`src/rtl/tile_scroll_sched.sv`:
```
// Tile scroll scheduler: paces redraws of six tile rows to a frame tick,
// handshakes with the drawing controller and scrolls the rows downward.
module tile_scroll_sched #(
    parameter int unsigned TICK_DIV = 833333,
    parameter int unsigned ROW_H    = 40,
    parameter logic [7:0]  SEED     = 8'hA5
) (
    input  logic        clock,
    input  logic        resetn,
    input  logic        startn,
    input  logic        pause,
    input  logic        isDrawingDone,
    output logic        draw_go,
    output logic [5:0]  offset,
    output logic [17:0] lane_code,
    output logic [1:0]  sched_st,
    output logic        overrun
);

    localparam int unsigned CntW    = (TICK_DIV > 1) ? $clog2(TICK_DIV) : 1;
    // An all-zero seed would lock the LFSR at zero forever.
    localparam logic [7:0]  SeedEff = (SEED == 8'h00) ? 8'h01 : SEED;

    typedef enum logic [1:0] {
        StIdle     = 2'd0,
        StWaitTick = 2'd1,
        StDraw     = 2'd2,
        StHold     = 2'd3
    } state_e;

    state_e            state_q;
    logic [CntW-1:0]   cnt_q;
    logic [7:0]        lfsr_q;
    logic              tick;
    logic              lfsr_fb;

    // Pause masks the tick everywhere; the divider itself keeps counting.
    assign tick     = (state_q != StIdle) && (cnt_q == CntW'(TICK_DIV - 1)) && !pause;
    assign lfsr_fb  = lfsr_q[7] ^ lfsr_q[5] ^ lfsr_q[4] ^ lfsr_q[3];
    assign sched_st = state_q;

    // Frame divider, handshake FSM and scroll state, all registered.
    always_ff @(posedge clock or negedge resetn) begin
        if (!resetn) begin
            state_q   <= StIdle;
            cnt_q     <= '0;
            lfsr_q    <= SeedEff;
            draw_go   <= 1'b0;
            offset    <= '0;
            lane_code <= '0;
            overrun   <= 1'b0;
        end else begin
            if (state_q == StIdle || cnt_q == CntW'(TICK_DIV - 1)) begin
                cnt_q <= '0;
            end else begin
                cnt_q <= cnt_q + CntW'(1);
            end

            case (state_q)
                StIdle: begin
                    if (!startn) begin
                        state_q <= StWaitTick;
                        overrun <= 1'b0;
                    end
                end
                StWaitTick: begin
                    if (tick) begin
                        state_q <= StDraw;
                        draw_go <= 1'b1;
                    end
                end
                StDraw: begin
                    if (tick) overrun <= 1'b1;
                    if (isDrawingDone) begin
                        state_q <= StHold;
                        draw_go <= 1'b0;
                    end
                end
                StHold: begin
                    if (tick) overrun <= 1'b1;
                    // Scroll only once the controller has dropped its done flag.
                    if (!isDrawingDone) begin
                        state_q <= StWaitTick;
                        if (offset == 6'(ROW_H - 1)) begin
                            offset    <= '0;
                            lane_code <= {lane_code[14:0], {1'b0, lfsr_q[1:0]} + 3'd1};
                            lfsr_q    <= {lfsr_q[6:0], lfsr_fb};
                        end else begin
                            offset <= offset + 6'd1;
                        end
                    end
                end
                default: state_q <= StIdle;
            endcase
        end
    end

endmodule
```
`config.mk`:
```
export PLATFORM = sky130hd
export DESIGN_NAME = tile_scroll_sched
export DESIGN_NICKNAME = d
export VERILOG_FILES = /design/src/rtl/tile_scroll_sched.sv
export SDC_FILE = /design/constraint.sdc
export NUM_CORES = 1
export LEC_CHECK = 0
export ABC_AREA = 1
export CAP_MARGIN = 30
export CORE_ASPECT_RATIO = 1.4
export CORE_MARGIN = 5
export CORE_UTILIZATION = 55
export DETAILED_ROUTE_END_ITERATION = 10
export PLACE_DENSITY = 0.79
export SLEW_MARGIN = 20
export SYNTH_ARGS = -nofsm -noshare
export SYNTH_HDL_FRONTEND = slang
export SYNTH_SLANG_ARGS = --single-unit
```
`constraint.sdc`:
```
create_clock -name clock -period 2.15 [get_ports clock]
set_clock_uncertainty 0.1 [all_clocks]
set_input_delay 0.5375 -clock clock [delete_from_list [all_inputs] [get_ports clock]]
set_output_delay 0.5375 -clock clock [all_outputs]
set_load 0.02 [all_outputs]
```
==> results_dict.tcl, run 1 <==
set metrics [dict create \
    wl_per_cell_um 12.3 \
    maxSlewHeadroom_pct 68.9 \
    ant_nets 0 \
    min_path_type "input pin to asynchronous set/reset pin" \
    place.gp.congestion 0.854 \
    insertion_delay_ps 300 \
    drt_iter0_drc 94 \
    async_flop_share_pct 100 \
    drv_cap 0 \
    mappedNetlistNets 352 \
    cts_hold_buf 0 \
    crit_type "flop to output pin" \
    synth_seq_cells 56 \
    place_area_sq_um 3210 \
    syn_area_sq_um 2820 \
    hpwl_mm 4.06 \
    synthCells 338 \
    path_delay_family "buffers and inverters" \
    cts_root_buf "clkbuf_8" \
    yosysUniqueCellTypes 30 \
    synth_area_per_cell_sq_um 8.34 \
    drive_gt1_share_pct 11.2 \
    start_util_pct 57.3 \
    drc 0 \
    die_w_um 70.5 \
    viasPerCell 4.91 \
    area_growth_pct 17.9 \
    power_density_nw_per_um2 1010 \
    start_kind "flop" \
    cts_buffers 5 \
    n_antenna_cell 0 \
    path_cells "clkdlybuf4s50_1" \
    setup_tns_ps 0 \
    regArea_sq_um 1410 \
    io_buffer_count 32 \
    ys.flop_type "dfrtp_1" \
    path_max_fanout 6 \
    endpoint_kind "output pin" \
    cp_slowest_cell "clkdlybuf4s50_1" \
    slew_violations 0 \
    tightest_slew_ps 467 \
    num_io_pins 33 \
    post_cts_buffers 0 \
    critPathMaxStageDelay_ps 650 \
    clkSinkCount 56 \
    vias 2156 \
    antenna_found_initial 0 \
    dr.pass1.iters 5 \
    ctsResizeCount 0 \
    yosys_warnings 0 \
    status "complete, no violations" \
    grt_usage_pct 18.1 \
    rsz0062_at_grt "no" \
    htreeDepth 2 \
    ys_seq_area_share_pct 49.9 \
    crit_buf_inv 1 \
    multi_input_area_sq_um 1210 \
    critPathArrivalTime_ps 1420 \
    nets 388 \
    grt_pass1_vias 2197 \
    hold_violations 0 \
    wl_mm 5.39 \
    clk_path_buf_depth 2 \
    cp_data_required_time_ps 1510 \
    setup_viol 0 \
    core_sq_um 4920 \
    grt_start_max_net_pins 40 \
    cts_tree "built" \
    leakage_nw 1.60 \
    path_clk_slew_ps 100 \
    stdcell_area_sq_um 3320 \
    die_h_um 94.7 \
    timing.final.crit_share_pct 95.6 \
    rows 30 \
    clock.fmax_mhz 487 \
    dieArea_sq_um 6680 \
    overflow 0 \
    grt_pass1_wl_mm 9.82 \
    fill_cells 400 \
    period_needed_ps 2060 \
    synth_edf_count 0 \
    ir_drop_v 0.000715 \
]
kinds of logic (layout without fill, tap and decap cells):
kind of cell	after synthesis	after routing	share of synthesized area, %
multiplexers	1	1	0.399
AND/OR/NAND/NOR	195	195	31.1
adder cells (fa/ha/maj)	9	9	3.99
AO/OA/AOI/OAI	15	15	2.84
XOR/XNOR	15	15	4.66
flip-flops	56	56	49.9
buffers and inverters	47	84	7.15
final cells by class:
cell class                 count  area share [%]
sequential                    56            42.3
multi-input combinational    235            36.4
timing repair buffer          34            10.7
inverter                      42            4.82
tap                           64            2.41
clock buffer                   5            2.07
clock inverter                 3            1.28
power by group:
part / internal (mW) / switching [mW] / leakage (nW)
combinational: 0.498 / 0.700 / 0.815
sequential: 1.28 / 0.198 / 0.733
clock: 0.345 / 0.326 / 0.0541
synth_stat cells, types with 3 or more instances:
library cell,n,area (sq um)
ha_1,9,113
inv_2,4,15.0
nor3_1,8,40.0
buf_2,3,15.0
o21ai_0,9,45.0
inv_1,37,139
xor2_1,12,105
nand3_1,11,55.1
nand4_1,11,68.8
xnor2_1,3,26.3
nor2_1,29,109
dfstp_2,4,105
nor2_4,4,45.0
a21oi_1,3,15.0
dfrtp_1,52,1300
nand2_1,113,424
nor2_2,13,81.3
worst register-to-register path: stages (launching register included):
cell and delay [ps]:
dfrtp_1 430, ha_1 290, nand2_1 110, nor2_2 160, nand2_1 60, nor2_1 180, nand4_1 140, xor2_1 180
nor2_2 40
flip-flops by register name, summed over array words and instances (netlist names):
signal and flops:
lane_code 18, sched_st 2, overrun 1, cnt_q 20, lfsr_q 8, draw_go 1
offset 6
cells in the final DEF, fill, tap and decap left out, drive strengths merged:
cell type	count
nand3	12
a21oi	3
nor2	46
clkbuf	5
bufinv	1
clkdlybuf4s50	31
clkinvlp	1
dfrtp	52
clkinv	1
xor2	12
ha	9
nand2	114
o21ai	10
o21bai	1
nand4	11
o21a	1
nand3b	1
mux2	1
nor3b	1
nor3	9
xnor2	3
inv	42
dfstp	4
nor4	1
buf	3
per-layer routing:
layer	part of all wire [%]	vias up	track usage (%)
li1	-	1119	-
met1	40	1005	21.1
met2	56	24	32.9
met3	2.1	8	3.30
met4	1.8	0	6.87
met5	0	-	0
final timing paths:
check / startpoint / end / slack, ps / depth (start not counted)
setup / recovery: sched_st[0] / sched_st[0] / 90 / 1
hold / removal: resetn / overrun / 70 / 1
setup reg to reg: cnt_q[0] / cnt_q[16] / 350 / 8
hold reg to reg: lfsr_q[7] / lfsr_q[7] / 370 / 2
max in group asynchronous: resetn / lfsr_q[5] / 1260 / 2
min in group clock: lfsr_q[7] / lfsr_q[7] / 370 / 2
stage by stage:
| stage | cells | util, % | worst slack, ps | total power [mW] | hold slack (ps) |
|---|---|---|---|---|---|
| 2_1_floorplan | 338 | - | 467 | 2.28 | 142 |
| 3_3_place_gp | 431 | 65.3 | 87.9 | 2.68 | 355 |
| 3_5_place_dp | 431 | 65.3 | 62.5 | 2.70 | 359 |
| 4_1_cts | 439 | 67.6 | 72.8 | 3.39 | 76.4 |
| 5_1_grt | 439 | 67.6 | 35.9 | 3.62 | 94.5 |
| 6_report | 439 | 67.6 | 94.9 | 3.35 | 75.0 |
Power figures use the tool's default switching activity.
==> inputs of run 2 (changes only) <==
Settings changed: HOLD_SLACK_MARGIN set to 0.1.
==> results_dict.tcl, run 2 (synthesis gave the netlist of run 1 again) <==
set metrics [dict create \
    wl_per_cell_um 12.3 \
    grt_pass1_wl_mm 9.85 \
    core_sq_um 4920 \
    slew_violations 0 \
    min_path_type "flop to flop" \
    overflow 0 \
    rsz0062_at_grt "no" \
    die_w_um 70.5 \
    drc 0 \
    htreeDepth 2 \
    largest_reg_flops 20 \
    path_cells "clkdlybuf4s50_1" \
    leakage_nw 1.61 \
    hp-start "lfsr_q[7]" \
    path_clk_slew_ps 100 \
    wl_met1_mm 2.18 \
    wl_met2_mm 2.98 \
    status "complete, no violations" \
    place.gp.congestion 0.854 \
    final_cell_mix "nand2_1, dfrtp_1, inv_1" \
    ir_drop_v 0.000715 \
    hold_violations 0 \
    power_density_nw_per_um2 1010 \
    ctsResizeCount 0 \
    cts_buffers 5 \
    insertion_delay_ps 300 \
    grt_usage_pct 18.2 \
    num_io_pins 33 \
    ff2ff_path_depth 8 \
    period_needed_ps 2060 \
    dr.pass1.iters 4 \
    final_common_cell "nand2_1" \
    start_util_pct 57.3 \
    dr.max_layer_used "met4" \
    place_inst 431 \
    reg_top3 "cnt_q x20, lane_code x18, lfsr_q x8" \
    io_buffer_count 32 \
    dieArea_sq_um 6680 \
    clkSinkCount 56 \
    clk_path_buf_depth 2 \
    start_kind "flop" \
    vias 2180 \
    regToRegSetupSlack_ps 360 \
    final_util_pct 67.8 \
    cp_data_required_time_ps 1510 \
    r2r-end "cnt_q[16]" \
    die_h_um 94.7 \
    antenna_found_initial 0 \
    crit_type "flop to output pin" \
    rows 30 \
    setup_tns_ps 0 \
    cts_tree "built" \
    cp_slowest_cell "clkdlybuf4s50_1" \
    timing.final.crit_share_pct 95.9 \
    min_to "lfsr_q[7]" \
    viasPerCell 4.95 \
    drive_gt1_share_pct 11.2 \
    crit_buf_inv 1 \
    tightest_slew_ps 468 \
    grt_start_max_net_pins 40 \
    crit-reg2reg-launch "cnt_q[0]" \
    ant_nets 0 \
    clock.fmax_mhz 485 \
    hold_depth 2 \
    path_delay_family "buffers and inverters" \
    endpoint_kind "output pin" \
    drv_cap 0 \
    fin_cells 440 \
    critPathMaxStageDelay_ps 660 \
    cts_root_buf "clkbuf_8" \
    maxSlewHeadroom_pct 68.8 \
    hpwl_mm 4.06 \
    top_register "cnt_q" \
    post_cts_buffers 0 \
    path_max_fanout 6 \
    drt_iter0_drc 97 \
    grt_pass1_vias 2203 \
    nets 389 \
    critPathArrivalTime_ps 1420 \
    setup_viol 0 \
    n_antenna_cell 0 \
    route.met3.wl_um 128 \
    area_growth_pct 18.3 \
    wl_mm 5.41 \
]
-- run 2: worst max-delay path by stage --
stage / from / to / depth (start not counted)
CTS: sched_st[0] / sched_st[0] / 1
global placement: isDrawingDone / offset[5] / 7
detailed placement: isDrawingDone / lane_code[13] / 7
global route: sched_st[0] / sched_st[0] / 1
finish: sched_st[0] / sched_st[0] / 1
floorplan: sched_st[0] / lane_code[10] / 7
-- run 2: repair_timing --
action | 4_1_cts | 5_1_grt
hold endpoints to repair | 17 | 0
hold buffers | 1 | 0
endpoints found under the setup margin | 0 | 0
-- run 2: per-layer routing --
metal | up-vias | GRT usage, %
met3 | 10 | 3.30
met4 | 0 | 6.87
met2 | 36 | 33.0
met1 | 1015 | 21.2
met5 | - | 0
li1 | 1119 | -
-- run 2: report_power, final --
| part | total, mW | internal (mW) | switching [mW] | leakage, nW |
|---|---|---|---|---|
| Sequential | 1.48 | 1.28 | 0.199 | 0.733 |
| Combinational | 1.20 | 0.499 | 0.701 | 0.820 |
| Clock | 0.672 | 0.345 | 0.327 | 0.0541 |
-- run 2: through the flow --
stage / hold slack, ps / worst slack (ps) / total power [mW] / cell area [sq um]
2_1_floorplan: 142 / 467 / 2.28 / 2820
3_3_place_gp: 355 / 87.9 / 2.68 / 3210
3_5_place_dp: 359 / 62.5 / 2.70 / 3210
4_1_cts: 380 / 72.8 / 3.39 / 3330
5_1_grt: 404 / 35.9 / 3.62 / 3330
6_report: 375 / 88.7 / 3.35 / 3330
-- run 2: layout make-up --
type / instances / area, sq um
multi-input cells: 235 / 1210
well taps: 64 / 80.1
inverters: 42 / 160
clock buffers: 5 / 68.8
fillers: 399 / 1580
repair buffers: 35 / 365
flip-flops and latches: 56 / 1410
clock inverters: 3 / 42.5
